<file path="src/rtl/ifu_fetch_ctrl.sv">
// IFU fetch request stage: owns the fetch PC and issues one 8-byte-aligned request at a time.
// It delivers one or two instruction words, holds them in a buffer while decode stalls, and drops a stale response after a redirect.
module ifu_fetch_ctrl #(
  parameter logic [31:0] RESET_PC = 32'hBFC0_0000
) (
  input  logic        clk,
  input  logic        rst,
  input  logic [31:0] next_pc,
  input  logic        redirect,
  input  logic        stall,
  output logic [31:0] pc,
  output logic        inst_rdata_1_ok,
  output logic        inst_rdata_2_ok,
  output logic [31:0] inst_rdata_1,
  output logic [31:0] inst_rdata_2,
  output logic        inst_req,
  output logic [31:0] inst_addr,
  input  logic        inst_addr_ok,
  input  logic        inst_data_ok,
  input  logic [63:0] inst_rdata
);

  typedef enum logic [2:0] {
    IDLE   = 3'd0,
    REQ    = 3'd1,
    WAIT   = 3'd2,
    HOLD   = 3'd3,
    CANCEL = 3'd4
  } state_e;

  state_e      state_q, state_d;
  logic [31:0] pc_q, pc_d;
  logic [63:0] buf_q, buf_d;
  logic        deliver;
  logic [63:0] src;

  always_ff @(posedge clk) begin
    if (rst) begin
      state_q <= IDLE;
      pc_q    <= RESET_PC;
      buf_q   <= '0;
    end else begin
      state_q <= state_d;
      pc_q    <= pc_d;
      buf_q   <= buf_d;
    end
  end

  always_comb begin
    state_d = state_q;
    buf_d   = buf_q;
    deliver = 1'b0;
    src     = inst_rdata;
    case (state_q)
      IDLE: state_d = REQ;
      REQ: begin
        if (inst_addr_ok) state_d = redirect ? CANCEL : WAIT;
      end
      WAIT: begin
        if (inst_data_ok) begin
          if (redirect) begin
            state_d = REQ;
          end else if (stall) begin
            buf_d   = inst_rdata;
            state_d = HOLD;
          end else begin
            deliver = 1'b1;
            state_d = REQ;
          end
        end else if (redirect) begin
          state_d = CANCEL;
        end
      end
      HOLD: begin
        src = buf_q;
        if (redirect) begin
          buf_d   = '0;
          state_d = REQ;
        end else if (!stall) begin
          deliver = 1'b1;
          state_d = REQ;
        end
      end
      CANCEL: begin
        // The stale response is drained even if a redirect lands in the same cycle.
        // Otherwise the FSM would wait for a response that never arrives.
        if (inst_data_ok) state_d = REQ;
      end
      default: state_d = IDLE;
    endcase
  end

  always_comb begin
    pc_d = (redirect || deliver) ? next_pc : pc_q;
  end

  always_comb begin
    inst_rdata_1_ok = 1'b0;
    inst_rdata_2_ok = 1'b0;
    inst_rdata_1    = '0;
    inst_rdata_2    = '0;
    if (deliver) begin
      inst_rdata_1_ok = 1'b1;
      if (pc_q[2]) begin
        inst_rdata_1 = src[63:32];
      end else begin
        inst_rdata_2_ok = 1'b1;
        inst_rdata_1    = src[31:0];
        inst_rdata_2    = src[63:32];
      end
    end
  end

  assign pc        = pc_q;
  assign inst_req  = (state_q == REQ);
  assign inst_addr = {pc_q[31:3], 3'b000};

endmodule

</file>
<file path="config.mk">
export PLATFORM = sky130hd
export DESIGN_NAME = ifu_fetch_ctrl
export DESIGN_NICKNAME = d
export VERILOG_FILES = /design/src/rtl/ifu_fetch_ctrl.sv
export SDC_FILE = /design/constraint.sdc
export NUM_CORES = 1
export LEC_CHECK = 0
export BUFFER_PORTS_ARGS = -buffer_cell sky130_fd_sc_hd__buf_2
export CORE_UTILIZATION = 43
export DETAILED_ROUTE_END_ITERATION = 6
export PLACE_DENSITY = 0.77
export SLEW_MARGIN = 25
export SYNTH_ARGS = -nofsm -noshare
export SYNTH_HDL_FRONTEND = slang
export SYNTH_SLANG_ARGS = --single-unit
</file>
<file path="constraint.sdc">
create_clock -name clk -period 2.49 [get_ports clk]
set_input_delay 0.6225 -clock clk [delete_from_list [all_inputs] [get_ports clk]]
set_output_delay 0.6225 -clock clk [all_outputs]
set_load 0.02 [all_outputs]
</file>
==> metrics <==
Worst setup SP type flop; Crit path largest cell delay 0.55 ns; RSZ-0062 raised after global routing yes; status finished, violations left; Max-Cap Viols 0; Slowest-stage cell, CP or4_4; total gr overflow 0; library cells used by synthesis 38; Final setup viols 66; clock root cell clkbuf_16; die height 111 microns; minimum clock period after layout 2.69 ns; H-tree depth 3; core outline area 0.0115 sq mm; fmax 0.371 GHz; Post-Synthesis Cells 611; PnR worst setup slack -0.205 ns; R2R Setup Slk 0.81 ns; DRT antenna net count 0; WP data required 1.87 ns; drt total wl 17900 microns; crit end category output pin; full die area 0.0122 sq mm; first-pass GRT wire length 26800 microns; IO Pins 233; area grow syn2layout 68.1%; Final Hold Vio Count 0; Final HPWL DP 10800 microns; kind of critical path reg -> out; CTS tree built; Worst EP arrival 2.07 ns; Setup TNS -9.29 ns; most frequent cells in the layout buf_2, dfxtp_1, nor2_1; Pleak 3.77 nW; clk buf depth 2; placed cell count 954; Net count, final 943; drt drc 0; Pins Over Slew Limit 0; Fill cells 768; Bufs and invs on worst path 2; CTS Buf Count 9; Top delay family on crit path simple AND/OR/NAND/NOR gates; Initial Util 0.442; 1st-iter DRT viols 272; PD cells 501 mW/mm^2; worst min-delay path startpoint pc[0]$_SDFFE_PP0P_; vias in the first global route 5304; worst r2r path cells 5; Reg-to-Reg Start state_q[0]$_SDFFE_PP0P_; crit-path max FO 9; Syn. warnings 0; GPL Wtd Cong 0.842; Synth Flop Type dfxtp_1; most common cell after layout, fill and taps aside buf_2; die width 111 microns; Pre-antenna DRT Iters 5; CTS clk-pin slew, worst paths 0.08 ns; drt wl/cell 18.0 microns; Hold Path Class reg -> reg; total power 4.28 mW; flops & latches, synth 99; DR vias 5404; Worst Hold Path EP pc[0]$_SDFFE_PP0P_; worst slew pin tran 0.649 ns; fraction of layout cells with a size suffix above 1 0.550; maximum vdd drop 0.358 mV; clk_lat worst skew 0.34 ns; Hold Buf Count CTS 0; hold path depth 2; crit share post-route 1.08; row count 39; initial antenna violation count 2; EDFF count, synth 0; GRT Total Usage 0.272; Max-slew headroom 0.567; largest net degree at the start of global routing 44; failing checks setup timing; Vias/cell 5.45; Mean Syn Cell Area 8.30 sq um; CP Cell Sequence nor2_2 > or4_4 > or2_4 > clkbuf_16 > nor2_4 > buf_6; FFs w/ async S/R, synth 0; non-filler instance count after layout 991; clock sinks 99; Mapped Area 0.00507 sq mm; sequential share of the synthesized area 0.391; worst r2r dst state_q[0]$_SDFFE_PP0P_; port bufs 229; Clock Skews 0.00959 ns
==> state kept, by name, indices dropped and copies added (netlist names) <==
name and cells:
pc 32, state_q 3, buf_q 64
==> synthesized netlist by cell type (3+ instances only) <==
| master | number | share of area |
|---|---|---|
| nor2_1 | 130 | 0.096 |
| dfxtp_1 | 99 | 0.39 |
| nand2_1 | 68 | 0.050 |
| a22oi_1 | 64 | 0.095 |
| mux2i_1 | 34 | 0.067 |
| a211oi_1 | 32 | 0.047 |
| buf_4 | 32 | 0.047 |
| mux2_2 | 32 | 0.071 |
| clkbuf_1 | 28 | 0.021 |
| a21oi_1 | 23 | 0.023 |
| buf_2 | 22 | 0.022 |
| nand3b_1 | 10 | 0.015 |
| buf_6 | 5 | 0.011 |
| nand2b_1 | 4 | 0.0049 |
| inv_1 | 3 | 0.0022 |
| o21ai_0 | 3 | 0.0030 |
==> worst max path at each step <==
stage / from / end / slack [ns] / cells past startpoint
floorplan: redirect / inst_rdata_2[10] / -0.17 / 7
global placement: stall / inst_rdata_2[31] / -0.17 / 6
detailed placement: stall / inst_rdata_2[31] / -0.17 / 6
CTS: state_q[0]$_SDFFE_PP0P_ / inst_rdata_1[9] / -0.15 / 7
global route: state_q[0]$_SDFFE_PP0P_ / inst_rdata_1[0] / -0.26 / 9
finish: state_q[0]$_SDFFE_PP0P_ / inst_rdata_2[9] / -0.20 / 6
==> per-layer routing <==
layer | vias up | GRT usage | part of all wire
li1 | 2535 | - | -
met1 | 2622 | 0.321 | 0.40
met2 | 214 | 0.487 | 0.52
met3 | 33 | 0.0494 | 0.050
met4 | 0 | 0.103 | 0.026
met5 | - | 0 | 0
==> cell type report <==
type	count	area [sq um]	area share
flip-flops and latches	99	1990	0.234
well taps	143	179	0.0210
diodes	2	5.00	0.000587
repair buffers	305	2490	0.292
inverters	4	15.0	0.00176
clock inverters	6	78.8	0.00925
clock buffers	10	239	0.0280
multi-input cells	422	3520	0.413
==> repair_timing <==
action	CTS	global route
setup buffers	10	4
gates cloned	6	3
endpoints found under the setup margin	65	66
gates resized for setup	175	70
pin swaps	16	22
==> stage by stage <==
stage	hold WS (ns)	instance area, sq um	util	worst slack (ns)
6_report	0.460	8530	0.743	-0.205
5_1_grt	0.484	8530	0.743	-0.263
4_1_cts	0.455	8140	0.710	-0.154
3_5_place_dp	0.447	7020	0.612	-0.174
3_3_place_gp	0.441	7020	0.612	-0.167
2_1_floorplan	0.461	5700	-	-0.166
==> worst reg2reg max path: cells and delay by family, from the launching register on <==
kind | cells | cell delay, ns
AND/OR/NAND/NOR | 1 | 0.68
flip-flops | 1 | 0.35
AO/OA/AOI/OAI | 2 | 0.22
multiplexers | 1 | 0.16
buffers and inverters | 1 | 0.15
==> cells by family (layout without fill, tap and decap cells) <==
group           count (synthesis)  in the layout  synth area share
simple gates                  223            223             0.186
compound gates                130            130             0.180
flops                          99             99             0.391
buf+inv                        92            325             0.105
mux                            66             66             0.138
other cells                     1              5          0.000739
==> where the power goes <==
group	switching [mW]	internal (mW)
logic	0.622	0.493
registers	0.0523	1.64
clock network	0.641	0.830
total	1.31	2.96
Power figures use the tool's default switching activity.
